`config.mk`:
```
export PLATFORM = sky130hd
export DESIGN_NAME = ps2_key_receiver
export DESIGN_NICKNAME = d
export VERILOG_FILES = /design/src/rtl/ps2_key_receiver.sv
export SDC_FILE = /design/constraint.sdc
export NUM_CORES = 1
export LEC_CHECK = 0
export ABC_AREA = 1
export BUFFER_PORTS_ARGS = -buffer_cell sky130_fd_sc_hd__buf_4
export CAP_MARGIN = 20
export CORE_MARGIN = 3
export CORE_UTILIZATION = 60
export DETAILED_ROUTE_END_ITERATION = 8
export HOLD_SLACK_MARGIN = 0.05
export PLACE_DENSITY = 0.8
export SETUP_SLACK_MARGIN = 0.3
export SLEW_MARGIN = 20
export SYNTH_ARGS = -nofsm -noshare
export SYNTH_HDL_FRONTEND = slang
export SYNTH_SLANG_ARGS = --single-unit
```
`constraint.sdc`:
```
create_clock -name clk_i -period 2.2 [get_ports clk_i]
set_input_delay 0.44 -clock clk_i [delete_from_list [all_inputs] [get_ports clk_i]]
set_output_delay 0.44 -clock clk_i [all_outputs]
set_load 0.01 [all_outputs]
```
`src/rtl/ps2_key_receiver.sv`:
```
// ---------------------------------------------------------------------------
// ps2_key_receiver
//   PS/2 keyboard receiver running entirely in the system clock domain.
//   The raw keyboard clock/data lines are synchronized, the clock is
//   deglitched, and 11-bit frames are deframed on filtered falling edges.
//   Frames are checked (odd parity, stop bit, inter-edge timeout).
//   F0 (break) and E0 (extended) prefixes are tracked, and a held-key code
//   is maintained for the downstream scan-code decoder.
//
// Parameters
//   GLITCH_CYCLES  : cycles the synchronized kb_clk must hold a new level
//                    before the filtered clock follows (1..15)
//   TIMEOUT_CYCLES : cycles without a filtered fall that abort a frame
//
// Ports
//   clk_i          : system clock
//   reset_i        : asynchronous active-high reset
//   kb_clk_i       : raw PS/2 clock (asynchronous)
//   data_i         : raw PS/2 data  (asynchronous)
//   scan_code_o    : last accepted non-prefix code, held until next accept
//   code_valid_o   : one-cycle pulse, scan_code/is_break/is_extended valid
//   is_break_o     : accepted code was preceded by F0
//   is_extended_o  : accepted code was preceded by E0
//   frame_err_o    : one-cycle pulse on parity, stop or timeout error
//   key_active_o   : a non-extended key is currently held
//   held_code_o    : code of the held key, 0x00 when none
// ---------------------------------------------------------------------------
module ps2_key_receiver #(
  parameter int GLITCH_CYCLES  = 4,
  parameter int TIMEOUT_CYCLES = 4160
) (
  input  logic       clk_i,
  input  logic       reset_i,
  input  logic       kb_clk_i,
  input  logic       data_i,
  output logic [7:0] scan_code_o,
  output logic       code_valid_o,
  output logic       is_break_o,
  output logic       is_extended_o,
  output logic       frame_err_o,
  output logic       key_active_o,
  output logic [7:0] held_code_o
);

  localparam int          TW      = $clog2(TIMEOUT_CYCLES);
  localparam logic [TW-1:0] TO_LAST = TW'(TIMEOUT_CYCLES - 1);
  localparam logic [3:0]  GC_LAST = 4'(GLITCH_CYCLES - 1);

  localparam logic [7:0] BRK_PREFIX = 8'hF0;
  localparam logic [7:0] EXT_PREFIX = 8'hE0;

  typedef enum logic [1:0] {
    IDLE = 2'd0,
    RECV = 2'd1,
    DONE = 2'd2
  } state_e;

  // -------------------------------------------------------------------------
  // Synchronizers. Reset to 1 so an idle (high) line produces no edge
  // when reset is released.
  // -------------------------------------------------------------------------
  logic [1:0] kb_sync_q;
  logic [1:0] dat_sync_q;
  logic       kb_s;
  logic       dat_s;

  always_ff @(posedge clk_i or posedge reset_i) begin
    if (reset_i) begin
      kb_sync_q  <= 2'b11;
      dat_sync_q <= 2'b11;
    end else begin
      kb_sync_q  <= {kb_sync_q[0], kb_clk_i};
      dat_sync_q <= {dat_sync_q[0], data_i};
    end
  end

  assign kb_s  = kb_sync_q[1];
  assign dat_s = dat_sync_q[1];

  // -------------------------------------------------------------------------
  // Clock deglitch filter. The count runs only while the synchronized clock
  // disagrees with the filtered one; any return to agreement restarts it,
  // so short pulses never reach the filtered clock.
  // -------------------------------------------------------------------------
  logic [3:0] flt_cnt_q, flt_cnt_d;
  logic       kf_q, kf_d;
  logic       kf_prev_q;
  logic       fall;

  always_comb begin
    flt_cnt_d = 4'd0;
    kf_d      = kf_q;
    if (kb_s != kf_q) begin
      if (flt_cnt_q == GC_LAST) begin
        kf_d      = ~kf_q;
        flt_cnt_d = 4'd0;
      end else begin
        flt_cnt_d = flt_cnt_q + 4'd1;
      end
    end
  end

  always_ff @(posedge clk_i or posedge reset_i) begin
    if (reset_i) begin
      flt_cnt_q <= 4'd0;
      kf_q      <= 1'b1;
      kf_prev_q <= 1'b1;
    end else begin
      flt_cnt_q <= flt_cnt_d;
      kf_q      <= kf_d;
      kf_prev_q <= kf_q;
    end
  end

  assign fall = kf_prev_q & ~kf_q;

  // -------------------------------------------------------------------------
  // Deframing FSM with registered outputs.
  //   sr_q after 10 shifts: [7:0] data byte, [8] parity, [9] stop.
  // -------------------------------------------------------------------------
  state_e        state_q;
  logic [3:0]    bit_cnt_q;
  logic [TW-1:0] timer_q;
  logic [9:0]    sr_q;
  logic          brk_pend_q;
  logic          ext_pend_q;

  logic [7:0]    scan_code_q;
  logic          code_valid_q;
  logic          is_break_q;
  logic          is_extended_q;
  logic          frame_err_q;
  logic          key_active_q;
  logic [7:0]    held_code_q;

  logic [7:0]    rx_byte;
  logic          frame_ok;

  assign rx_byte  = sr_q[7:0];
  // Odd parity over data+parity, and a high stop bit.
  assign frame_ok = (^sr_q[8:0]) & sr_q[9];

  always_ff @(posedge clk_i or posedge reset_i) begin
    if (reset_i) begin
      state_q       <= IDLE;
      bit_cnt_q     <= 4'd0;
      timer_q       <= '0;
      sr_q          <= 10'd0;
      brk_pend_q    <= 1'b0;
      ext_pend_q    <= 1'b0;
      scan_code_q   <= 8'h00;
      code_valid_q  <= 1'b0;
      is_break_q    <= 1'b0;
      is_extended_q <= 1'b0;
      frame_err_q   <= 1'b0;
      key_active_q  <= 1'b0;
      held_code_q   <= 8'h00;
    end else begin
      // Pulses default low every cycle.
      code_valid_q <= 1'b0;
      frame_err_q  <= 1'b0;

      unique case (state_q)
        IDLE: begin
          // A fall with data high is line noise, not a start bit.
          if (fall && !dat_s) begin
            state_q   <= RECV;
            bit_cnt_q <= 4'd0;
            timer_q   <= '0;
          end
        end

        RECV: begin
          if (fall) begin
            timer_q   <= '0;
            sr_q      <= {dat_s, sr_q[9:1]};
            bit_cnt_q <= bit_cnt_q + 4'd1;
            if (bit_cnt_q == 4'd9) state_q <= DONE;
          end else if (timer_q == TO_LAST) begin
            state_q     <= IDLE;
            frame_err_q <= 1'b1;
            brk_pend_q  <= 1'b0;
            ext_pend_q  <= 1'b0;
          end else begin
            timer_q <= timer_q + 1'b1;
          end
        end

        DONE: begin
          // Single cycle; any fall seen here is ignored.
          state_q <= IDLE;
          if (!frame_ok) begin
            frame_err_q <= 1'b1;
            brk_pend_q  <= 1'b0;
            ext_pend_q  <= 1'b0;
          end else if (rx_byte == BRK_PREFIX) begin
            brk_pend_q <= 1'b1;
          end else if (rx_byte == EXT_PREFIX) begin
            ext_pend_q <= 1'b1;
          end else begin
            scan_code_q   <= rx_byte;
            is_break_q    <= brk_pend_q;
            is_extended_q <= ext_pend_q;
            code_valid_q  <= 1'b1;
            brk_pend_q    <= 1'b0;
            ext_pend_q    <= 1'b0;
            // Held-key tracking ignores extended codes entirely. A make
            // replaces whatever was held (a typematic repeat rewrites the
            // same value); a break only releases the matching key.
            if (!ext_pend_q) begin
              if (!brk_pend_q) begin
                held_code_q  <= rx_byte;
                key_active_q <= 1'b1;
              end else if (key_active_q && (held_code_q == rx_byte)) begin
                held_code_q  <= 8'h00;
                key_active_q <= 1'b0;
              end
            end
          end
        end

        default: state_q <= IDLE;
      endcase
    end
  end

  assign scan_code_o   = scan_code_q;
  assign code_valid_o  = code_valid_q;
  assign is_break_o    = is_break_q;
  assign is_extended_o = is_extended_q;
  assign frame_err_o   = frame_err_q;
  assign key_active_o  = key_active_q;
  assign held_code_o   = held_code_q;

endmodule

```
Yosys cells after proc, flatten, opt, wreduce, memory -nomap -nowiden
Cells that the tools add are included.
W data, S select, Z words.
{ "op_classes": {"bitwise_logic": 6, "addsub": 3, "muxes": 36, "eq_ne": 19, "n_reduce_logical": 16} }
{ "op_table": {"columns": ["cell", "count"], "rows": [
  ["$mux W13", 3],
  ["$pmux W13 S2", 1],
  ["$mux W1", 17],
  ["$eq A8 B8 Y1 const B", 2],
  ["$mux W4", 4],
  ["$mux W8", 2],
  ["$add A13 B1 Y13 const B", 1],
  ["$eq A13 B13 Y1 const B", 1],
  ["$ne A3 B3 Y1 const B", 4],
  ["$reduce_and A4 Y1", 3],
  ["$reduce_and A3 Y1", 3],
  ["$reduce_xor A9 Y1", 1],
  ["$add A4 B1 Y4 const B", 2],
  ["$eq A8 B8 Y1", 1],
  ["$mux W2", 4],
  ["$ne A2 B2 Y1 const B", 4],
  ["$pmux W4 S2", 1],
  ["$pmux W1 S2", 3],
  ["$reduce_and A6 Y1", 1],
  ["$eq A4 B2 Y1 const B", 1],
  ["$eq A4 B4 Y1 const B", 1],
  ["$ne A4 B4 Y1 const B", 1],
  ["$not A1 Y1", 4],
  ["$pmux W2 S2", 1],
  ["10 further kinds", 14]
]} }
{ "totals": {"ff_bits": 62, "output_inout_bits": 21, "wordCells": 98, "input_bits": 4} }

Logic depth before layout (Yosys ltp)
Gate-level depths: netlist of run 1.
{ "logic_depth": {"ltp_word": 5, "mapped_depth": 13} }

Worst setup path after synthesis of run 1
Ideal clock, no wire load.
{ "synth_path": {"kind": "register to register", "startpoint": "register sr_q[4]", "endpoint": "register scan_code_q[0] (netlist: scan_code_o[0])", "stages_incl_launch_ff": 14, "path_buffers": 1, "required_ps": 2078, "setup_slack_ps": 423, "t_arrival_ps": 1655, "setup_ps": 122, "synth_period_minus_slack_ps": 1777, "path_cell_list": "dfrtp_1 inv_1 ha_1 inv_1 nand2_1 nand2_1 nand2_1 nand3_1 inv_1 nor2_2 nand2_2 buf_2 nand2_1 o21ai_1"} }
{ "synth_via": {"elab_chain_len": 3, "word_cells_on_any_way": 7, "cone_classes": "eq/ne (2); bitwise (3); reduce/logical (2)"} }
{ "synth_lines": {"columns": ["element", "line", "rtl"], "rows": [
  ["start: declaration", "124", "logic [9:0] sr_q;"],
  ["start signal: assignment", "176", "sr_q <= {dat_s, sr_q[9:1]};"],
  ["$reduce_xor A9 Y1, or another cell as far along", "141", "assign frame_ok = (^sr_q[8:0]) & sr_q[9];"],
  ["$and A1 B1 Y1 or $not A1 Y1 (tied branches)", null, null],
  ["$reduce_and A4 Y1 (no line) (*)", null, null],
  ["end signal: assignment", "201", "scan_code_q <= rx_byte;"],
  ["end: declaration", "128", "logic [7:0] scan_code_q;"]
]} }
Mark *: on every way between the ends. The rest lies on a longest branch, timed or not.
A chain may end at the register's enable or synchronous reset.

Worst setup path after layout of run 1
{ "layout_path": {"startpoint": "register sr_q[1]", "endpoint": "register brk_pend_q"} }
{ "layout_via": {"elab_chain_len": 4, "word_cells_on_any_way": 9, "cone_classes": "eq/ne (3); mux (3); bitwise (1); reduce/logical (2)"} }
{ "layout_lines": {"columns": ["element", "line", "rtl"], "rows": [
  ["$reduce_xor A9 Y1 or $eq A8 B8 Y1 (tied branches)", "141, 196", null],
  ["$and A1 B1 Y1 or $mux W1 (tied branches)", "141, 196", null],
  ["$ne A4 B4 Y1 (no line) or $mux W1 (tied branches)", null, null],
  ["$reduce_and A4 Y1 (no line) or $pmux W1 S2 (tied branches)", null, null],
  ["end signal: assignment", "149", "brk_pend_q <= 1'b0;"],
  ["end signal: assignment", "182", "brk_pend_q <= 1'b0;"],
  ["end signal: assignment", "194", "brk_pend_q <= 1'b0;"],
  ["end: declaration", "125", "logic brk_pend_q;"]
]} }
Parallel ways exist; a longest one is shown, timed or not.

==> metrics.sh, run 1 <==
OUTCOME='finished clean'
ANTENNADIODECOUNT=0
TIMING.CRITICAL_PATH.MODE_CELL='nand3_1'
CRITPATHMAXFANOUT=5
PWR-SHARE-CLK_PCT=25.4
VIAS_IN_THE_FIRST_GLOBAL_ROUTE=2630
ROUTE.DETAILED.WL_PER_INST_UM=13.6
WORST_VDD_DROP_uV=958
POWER.COMBINATIONAL.FRACTION_PCT=40.3
CORE_BOX_AREA_MM2=0.00517
TRACK_USAGE_PCT=24.1
FINAL_COMMON_CELL='nand2_1'
VIA_COUNT=2797
YOSYSTOPAREACELLSHARE_PCT=43.1
GLOBAL_ROUTE_WIRE_LENGTH_BEFORE_REPAIR_UM=11800
ANTENNA_FOUND_INITIAL=0
POSTROUTEWIRELENGTH_UM=7040
POWER_LEAKAGE_nW=1.89
SLEW_AT_THE_PIN_CLOSEST_TO_ITS_MAX_SLEW_LIMIT_NS=0.391
CP_CELL_SEQUENCE='inv_1 > ha_1 > xor2_1 > nand3_2 > nand2_2 > nor2_4 > buf_4 > nand3_1 > nand3_1 > nand2_1'
R2R_SETUP_SLACK_NS=0.38
ENDPOINTS_FAILING_HOLD=0
PATH_CLASS='reg -> reg'
CLOCK-SKEW-FINAL_NS=0.0115
CPPEAKSTAGEDELAY_NS=0.36
DIE_AREA_MM2=0.00633
TIMING.RR.START='sr_q[1]'
FINAL.PERIOD_UTILIZATION_PCT=82.5
CTS_INSERTED_BUFFERS=9
SETUP_VIOLS_FINAL=0
CLK_LATENCY_NS=0.35
SEQ_POWER_SHARE_PCT=34.3
ANT_NETS=0
YOSYSUNIQUECELLTYPES=36
GRT-OVFL-TOTAL=0
DRIVE_GT1_SHARE_PCT=23.0
NUMPORTBUFFERS=24
LAYOUT_MIN_CYCLE_TIME_NS=1.82
MAXSLEWVIOLCOUNT=0
SYNTH_TOP_CELLS_BY_AREA='dfrtp_1, nand2_1, dfstp_2'
STARTPOINT_TYPE='register'
BOUNDARYPINS=25
UTILIZATION_PCT=76.2
DIEWIDTH_UM=79.6
WORSTREGTOREGCELLS=10
FILLER_CELL_COUNT=369
PLACE.GP.CONGESTION=0.882
POWER_DENSITY_mW_PER_MM2=1130
DRTPASS1ITERATIONS=5
SYNTHESIS.NETS=410
CRITPATHREQUIREDTIME_NS=2.43
CRIT_ARRIVAL_NS=2.05
CTS_MAX_LEVEL=3
SYN-INSTANCE-COUNT=394
SYNTHESIS.YOSYS.WARNINGS=0
TIMING.RR.END='brk_pend_q'
FMAX_MHz=551
RSZ_0062_RAISED_AFTER_GLOBAL_ROUTING='no'
MAX_SLEW_MARGIN_PCT=74.0
ENDPOINT_KIND='register'
POWER.SHARE.SWITCHING_PCT=40.3
PIN_COUNT_OF_THE_BIGGEST_NET_ENTERING_GLOBAL_ROUTING=32
POST_DRT_VIA_CELL_RATIO=5.41
MAX_CAP_VIOLATIONS=0
SYNTH.YOSYS.SEQ_AREA_SHARE_PCT=48.0
DETAIL_ROUTE.DRC_VIOLATIONS=0
DIE-HEIGHT_UM=79.6
SWITCHING_POWER_mW=1.79
YOSYS.AREA.TOP_TYPE='dfrtp_1'
TRITONCTS='done'
CLKSLEWWORSTSETUPHOLDPATHS_NS=0.08
CRITICAL_PATH.SLOWEST_CELL='dfrtp_1'
CLK_PATH_BUF_DEPTH=2
YS_FF_LATCH=62
DETAIL_ROUTE.ITER0.VIOLATIONS=209
POST_SYNTHESIS_INSTANCE_AREA_MM2=0.00325
CLOCK-ROOT-BUFFER='clkbuf_8'
NUMBER_OF_HOLD_REPAIR_BUFFERS_ADDED_AT_THE_CTS_STAGE=0
FIN_WORST_HOLD_SLACK_NS=0.193
MOSTFREQUENTLAYOUTCELLS='nand2_1, dfrtp_1, buf_4'
SYNTH_AREA_PER_CELL_UM2=8.25
INTERNAL-POWER_mW=2.65
AREA_GROWTH_PCT=21.3
ROWS=26
SETUP_TNS_NS=0
STARTING_DENSITY_OF_THE_CORE_PCT=62.8
CLOCK_SINKS=62
DP_HPWL_UM=4600
LAYOUT.NETS=458
HOLDCRITPATHCLASS='in -> async'
-- repair_timing --
action                                  in CTS  in global routing
setup buffers                                2                  7
endpoints found under the hold margin        0                  0
cloned                                       1                  1
pin swaps                                    3                  4
endpoints found under the setup margin      26                 27
resized for setup                            7                 13
-- how the worst max path moves through the flow --
stage / cells after the start / startpoint / end
global route: 13 / sr_q[4] / brk_pend_q
CTS: 13 / sr_q[3] / key_active_o
detailed placement: 12 / sr_q[4] / held_code_o[1]
finish: 10 / sr_q[1] / brk_pend_q
floorplan: 13 / sr_q[4] / scan_code_o[0]
global placement: 12 / sr_q[4] / key_active_o
-- state kept, by name (all words and copies together), names as in the netlist, 2 cells and up --
name         count
bit_cnt_q        4
dat_sync_q       2
flt_cnt_q        4
held_code_o      8
kb_sync_q        2
scan_code_o      8
sr_q            10
state_q          2
timer_q         13
-- synth_stat cells --
cell / n
o211ai_2: 1
ha_1: 12
inv_2: 4
dfrtp_1: 56
nand2_4: 1
inv_1: 42
or2_2: 3
nor2_4: 2
buf_6: 2
a21oi_1: 4
mux2_2: 1
o31ai_1: 3
o21ai_4: 2
xnor2_1: 6
nand2_2: 1
nor2_2: 1
dfstp_2: 6
o21ai_1: 17
o21ai_2: 4
nand4_1: 15
nand3_2: 2
and3b_1: 1
a21boi_0: 1
nand2_1: 119
xor2_1: 5
clkbuf_1: 2
inv_4: 1
nor3b_2: 1
nor2_1: 31
clkinv_1: 2
buf_4: 2
nor3_1: 3
buf_2: 1
o21ai_0: 14
nand3_1: 25
o21bai_1: 1
-- per-stage QoR --
step	setup slack, ns	cell area [um2]	cells	total power [mW]
global route	0.276	3940	517	4.75
detailed placement	0.146	3540	490	3.02
global placement	0.196	3540	490	2.97
floorplan	0.423	3250	394	2.73
finish	0.384	3940	517	4.44
CTS	0.337	3810	509	4.24
-- logic make-up (layout without fill, tap and decap cells) --
group           after synthesis  in the layout  share of synthesized area, %
simple gates                205            207                          27.8
flops                        62             62                          48.0
buf+inv                      56            107                          7.28
compound gates               47             47                          9.01
fa+ha+maj                    12             12                          4.62
xor+xnor                     11             11                          2.96
mux                           1              1                         0.347
-- power groups by stage --
stage	Sequential (mW)	Clock [mW]	Combinational, mW
global route	1.55	1.20	2.00
detailed placement	1.53	0	1.49
global placement	1.53	0	1.45
CTS	1.50	1.13	1.60
floorplan	1.51	0	1.22
finish	1.52	1.13	1.79
-- worst max-delay path: cells and delay by family, from the launching register on --
family / cells / cell delay [ns]
and+or+nand+nor: 6 / 0.59
DFF: 1 / 0.36
adders and majority gates: 1 / 0.33
buffers and inverters: 2 / 0.22
xor gates and xnor gates: 1 / 0.19
-- cell type report --
cell class	instances	area, um2	area share, %
Clock inverter	6	85.1	2.16
Multi-Input combinational cell	278	1560	39.6
Sequential cell	62	1560	39.5
Timing Repair Buffer	42	319	8.09
Clock buffer	10	138	3.49
Inverter	49	193	4.89
Tap cell	70	87.6	2.22
-- layer usage --
layer	GRT usage, %	up-vias	routed length (um)
met5	0	-	0
li1	-	1370	-
met2	40.5	92	3440
met4	10.1	0	175
met3	5.08	17	417
met1	30.1	1318	3000
No activity file was read; power rests on OpenSTA's default activity.
==> run 2: changes to the inputs <==
--- a/config.mk
+++ b/config.mk
@@ -9,10 +9,10 @@
 export BUFFER_PORTS_ARGS = -buffer_cell sky130_fd_sc_hd__buf_4
 export CAP_MARGIN = 20
 export CORE_MARGIN = 3
-export CORE_UTILIZATION = 60
+export CORE_UTILIZATION = 54
 export DETAILED_ROUTE_END_ITERATION = 8
 export HOLD_SLACK_MARGIN = 0.05
-export PLACE_DENSITY = 0.8
+export PLACE_DENSITY = 0.76
 export SETUP_SLACK_MARGIN = 0.3
 export SLEW_MARGIN = 20
 export SYNTH_ARGS = -nofsm -noshare
==> constraint.sdc (replaced) <==
create_clock -name clk_i -period 1.52 [get_ports clk_i]
set_input_delay 0.304 -clock clk_i [delete_from_list [all_inputs] [get_ports clk_i]]
set_output_delay 0.304 -clock clk_i [all_outputs]
set_load 0.01 [all_outputs]
==> metrics.sh, run 2 (same netlist as run 1, synthesis figures left out) <==
POSTLAYOUTSETUPSLACKWORST_NS=-0.393  # was 0.384 ns
SLEW_AT_THE_PIN_CLOSEST_TO_ITS_MAX_SLEW_LIMIT_NS=0.418  # was 0.391 ns
DP_HPWL_UM=5360  # was 4600 um
DETAIL_ROUTE.DRC_VIOLATIONS=0  # unchanged
LAYOUT_MIN_CYCLE_TIME_NS=1.91  # was 1.82 ns
WORST_VDD_DROP_uV=1400  # was 958 uV
LAYOUT_TOP_REGISTERS='timer_q (13), sr_q (10)'  # unchanged
FINAL_COMMON_CELL='nand2_1'  # unchanged
MAXSLEWVIOLCOUNT=0  # unchanged
CTS_MAX_LEVEL=3  # unchanged
MOSTFREQUENTLAYOUTCELLS='nand2_1, buf_4, dfrtp_1'  # was nand2_1, dfrtp_1, buf_4
MAX_SLEW_MARGIN_PCT=72.0  # was 74.0%
FINAL.PERIOD_UTILIZATION_PCT=126  # was 82.5%
PLACE.GP.CONGESTION=0.893  # was 0.882
GRT-OVFL-TOTAL=0  # unchanged
CRITPATHMAXFANOUT=5  # unchanged
R2R_SETUP_SLACK_NS=-0.39  # was 0.38 ns
CLK_PATH_BUF_DEPTH=2  # unchanged
TOP_REGISTER='timer_q'  # unchanged
CRITPATHREQUIREDTIME_NS=1.82  # was 2.43 ns
DIE-HEIGHT_UM=83.6  # was 79.6 um
TIMING.RR.END='held_code_o[1]'  # was brk_pend_q
WORSTREGTOREGCELLS=12  # was 10
ANTENNADIODECOUNT=0  # unchanged
TIMING.RR.START='sr_q[2]'  # was sr_q[1]
MAX_CAP_VIOLATIONS=0  # unchanged
SETUP_VIOLS_FINAL=45  # was 0
VIAS_IN_THE_FIRST_GLOBAL_ROUTE=3257  # was 2630
GLOBAL_ROUTE_WIRE_LENGTH_BEFORE_REPAIR_UM=15400  # was 11800 um
POWER_LEAKAGE_nW=2.37  # was 1.89 nW
PATH_CLASS='reg -> reg'  # unchanged
STARTPOINT_TYPE='register'  # unchanged
LAYOUT.NETS=514  # was 458
VIOLATIONS='negative setup slack'
SETUP_TNS_NS=-8.45  # was 0 ns
DRTPASS1ITERATIONS=7  # was 5
FINAL_POWER_mW=8.70  # was 4.44 mW
HOLD_START='dat_sync_q[0]'
ENDPOINT_KIND='register'  # unchanged
HOLD-PATH-CELL-COUNT=0
VIA_COUNT=3405  # was 2797
FMAX_MHz=523  # was 551 MHz
TRITONCTS='done'  # unchanged
FIN_WORST_HOLD_SLACK_NS=0.358  # was 0.193 ns
DETAIL_ROUTE.ITER0.VIOLATIONS=334  # was 209
AREA_GROWTH_PCT=53.7  # was 21.3%
ANT_NETS=0  # unchanged
BOUNDARYPINS=25  # unchanged
ENDPOINTS_FAILING_HOLD=0  # unchanged
CTS_INSERTED_BUFFERS=9  # unchanged
ROUTE.DETAILED.WL_PER_INST_UM=18.7  # was 13.6 um
POST_DRT_VIA_CELL_RATIO=5.92  # was 5.41
PIN_COUNT_OF_THE_BIGGEST_NET_ENTERING_GLOBAL_ROUTING=41  # was 32
POWER_DENSITY_mW_PER_MM2=1740  # was 1130 mW/mm2
DIEWIDTH_UM=83.6  # was 79.6 um
HOLDPATHEND='dat_sync_q[1]'
ANTENNA_FOUND_INITIAL=0  # unchanged
CRIT_ARRIVAL_NS=2.21  # was 2.05 ns
ROWS=27  # was 26
CLKSLEWWORSTSETUPHOLDPATHS_NS=0.08  # about the same
PLACEMENT_STAGE_WORST_SETUP_SLACK_NS=-0.251  # was 0.146 ns
STARTING_DENSITY_OF_THE_CORE_PCT=57.3  # was 62.8%
CLOCK-SKEW-FINAL_NS=0.0106  # was 0.0115 ns
RSZ_0062_RAISED_AFTER_GLOBAL_ROUTING='yes'  # was no
OUTCOME='complete, but fails checks'  # was finished clean
HOLDCRITPATHCLASS='reg -> reg'  # was in -> async
DIE_AREA_MM2=0.00698  # was 0.00633 mm2
DRIVE_GT1_SHARE_PCT=46.9  # was 23.0%
POSTROUTEWIRELENGTH_UM=10700  # was 7040 um
CLOCK_SINKS=62  # unchanged
LARGEST_REG_FLOPS=13  # unchanged
CORE_BOX_AREA_MM2=0.00568  # was 0.00517 mm2
CLOCK-ROOT-BUFFER='clkbuf_8'  # unchanged
NUMPORTBUFFERS=24  # unchanged
TRACK_USAGE_PCT=27.7  # was 24.1%
CLK_LATENCY_NS=0.36  # was 0.35 ns
[run 2: where the power goes]
part / switching, mW / internal (mW)
registers: 0.277 / 1.94
clock network: 0.734 / 0.927
logic: 2.64 / 2.19
[run 2: how the worst max path moves through the flow]
stage | from | endpoint | slack (ns) | cells after the start
after floorplan | sr_q[4] | scan_code_o[0] | -0.16 | 12
after detailed placement | sr_q[0] | held_code_o[1] | -0.25 | 9
final | sr_q[2] | held_code_o[1] | -0.39 | 12
after CTS | sr_q[4] | held_code_o[1] | -0.20 | 12
after global placement | sr_q[0] | held_code_o[6] | -0.14 | 9
after global routing | sr_q[2] | held_code_o[7] | -0.44 | 12
[run 2: metal layers]
layer | vias up | wire [um] | track usage (%)
met5 | - | 0 | 0
met4 | 0 | 678 | 12.6
met3 | 72 | 662 | 5.33
li1 | 1496 | - | -
met2 | 184 | 5370 | 48.7
met1 | 1653 | 4020 | 32.6
[run 2: cell type report]
| class | count | area (um2) |
|---|---|---|
| multi-input combinational | 277 | 1900 |
| sequential | 62 | 1570 |
| timing repair buffer | 99 | 1000 |
| fill | 247 | 682 |
| inverter | 49 | 210 |
| clock buffer | 9 | 124 |
| clock inverter | 7 | 98.8 |
| tap | 72 | 90.1 |
[run 2: per-stage QoR]
stage	cell area (um2)	util [%]	instances
after floorplan	3320	-	394
after global routing	4990	88.0	575
after global placement	3940	69.4	531
final	4990	88.0	575
after CTS	4660	82.2	564
after detailed placement	3940	69.4	531
[run 2: worst max-delay path: stages (launching register included)]
cell and delay (ns):
dfrtp_1 0.41, inv_2 0.13, ha_4 0.24, inv_4 0.07
nand2_4 0.06, nand2_4 0.08, nand2_4 0.05, nand3_4 0.10
nand3_4 0.08, nor2_4 0.22, buf_6 0.17, nand4_1 0.12
nand2_2 0.11
[run 2: repair_timing]
action                     in CTS  in global routing
resized for setup              75                 61
hold endpoints to repair       58                  0
hold buffers                    3                  0
cloned                          6                  2
setup endpoints to repair      60                 67
buffers inserted                8                  9
pin swaps                      23                 26
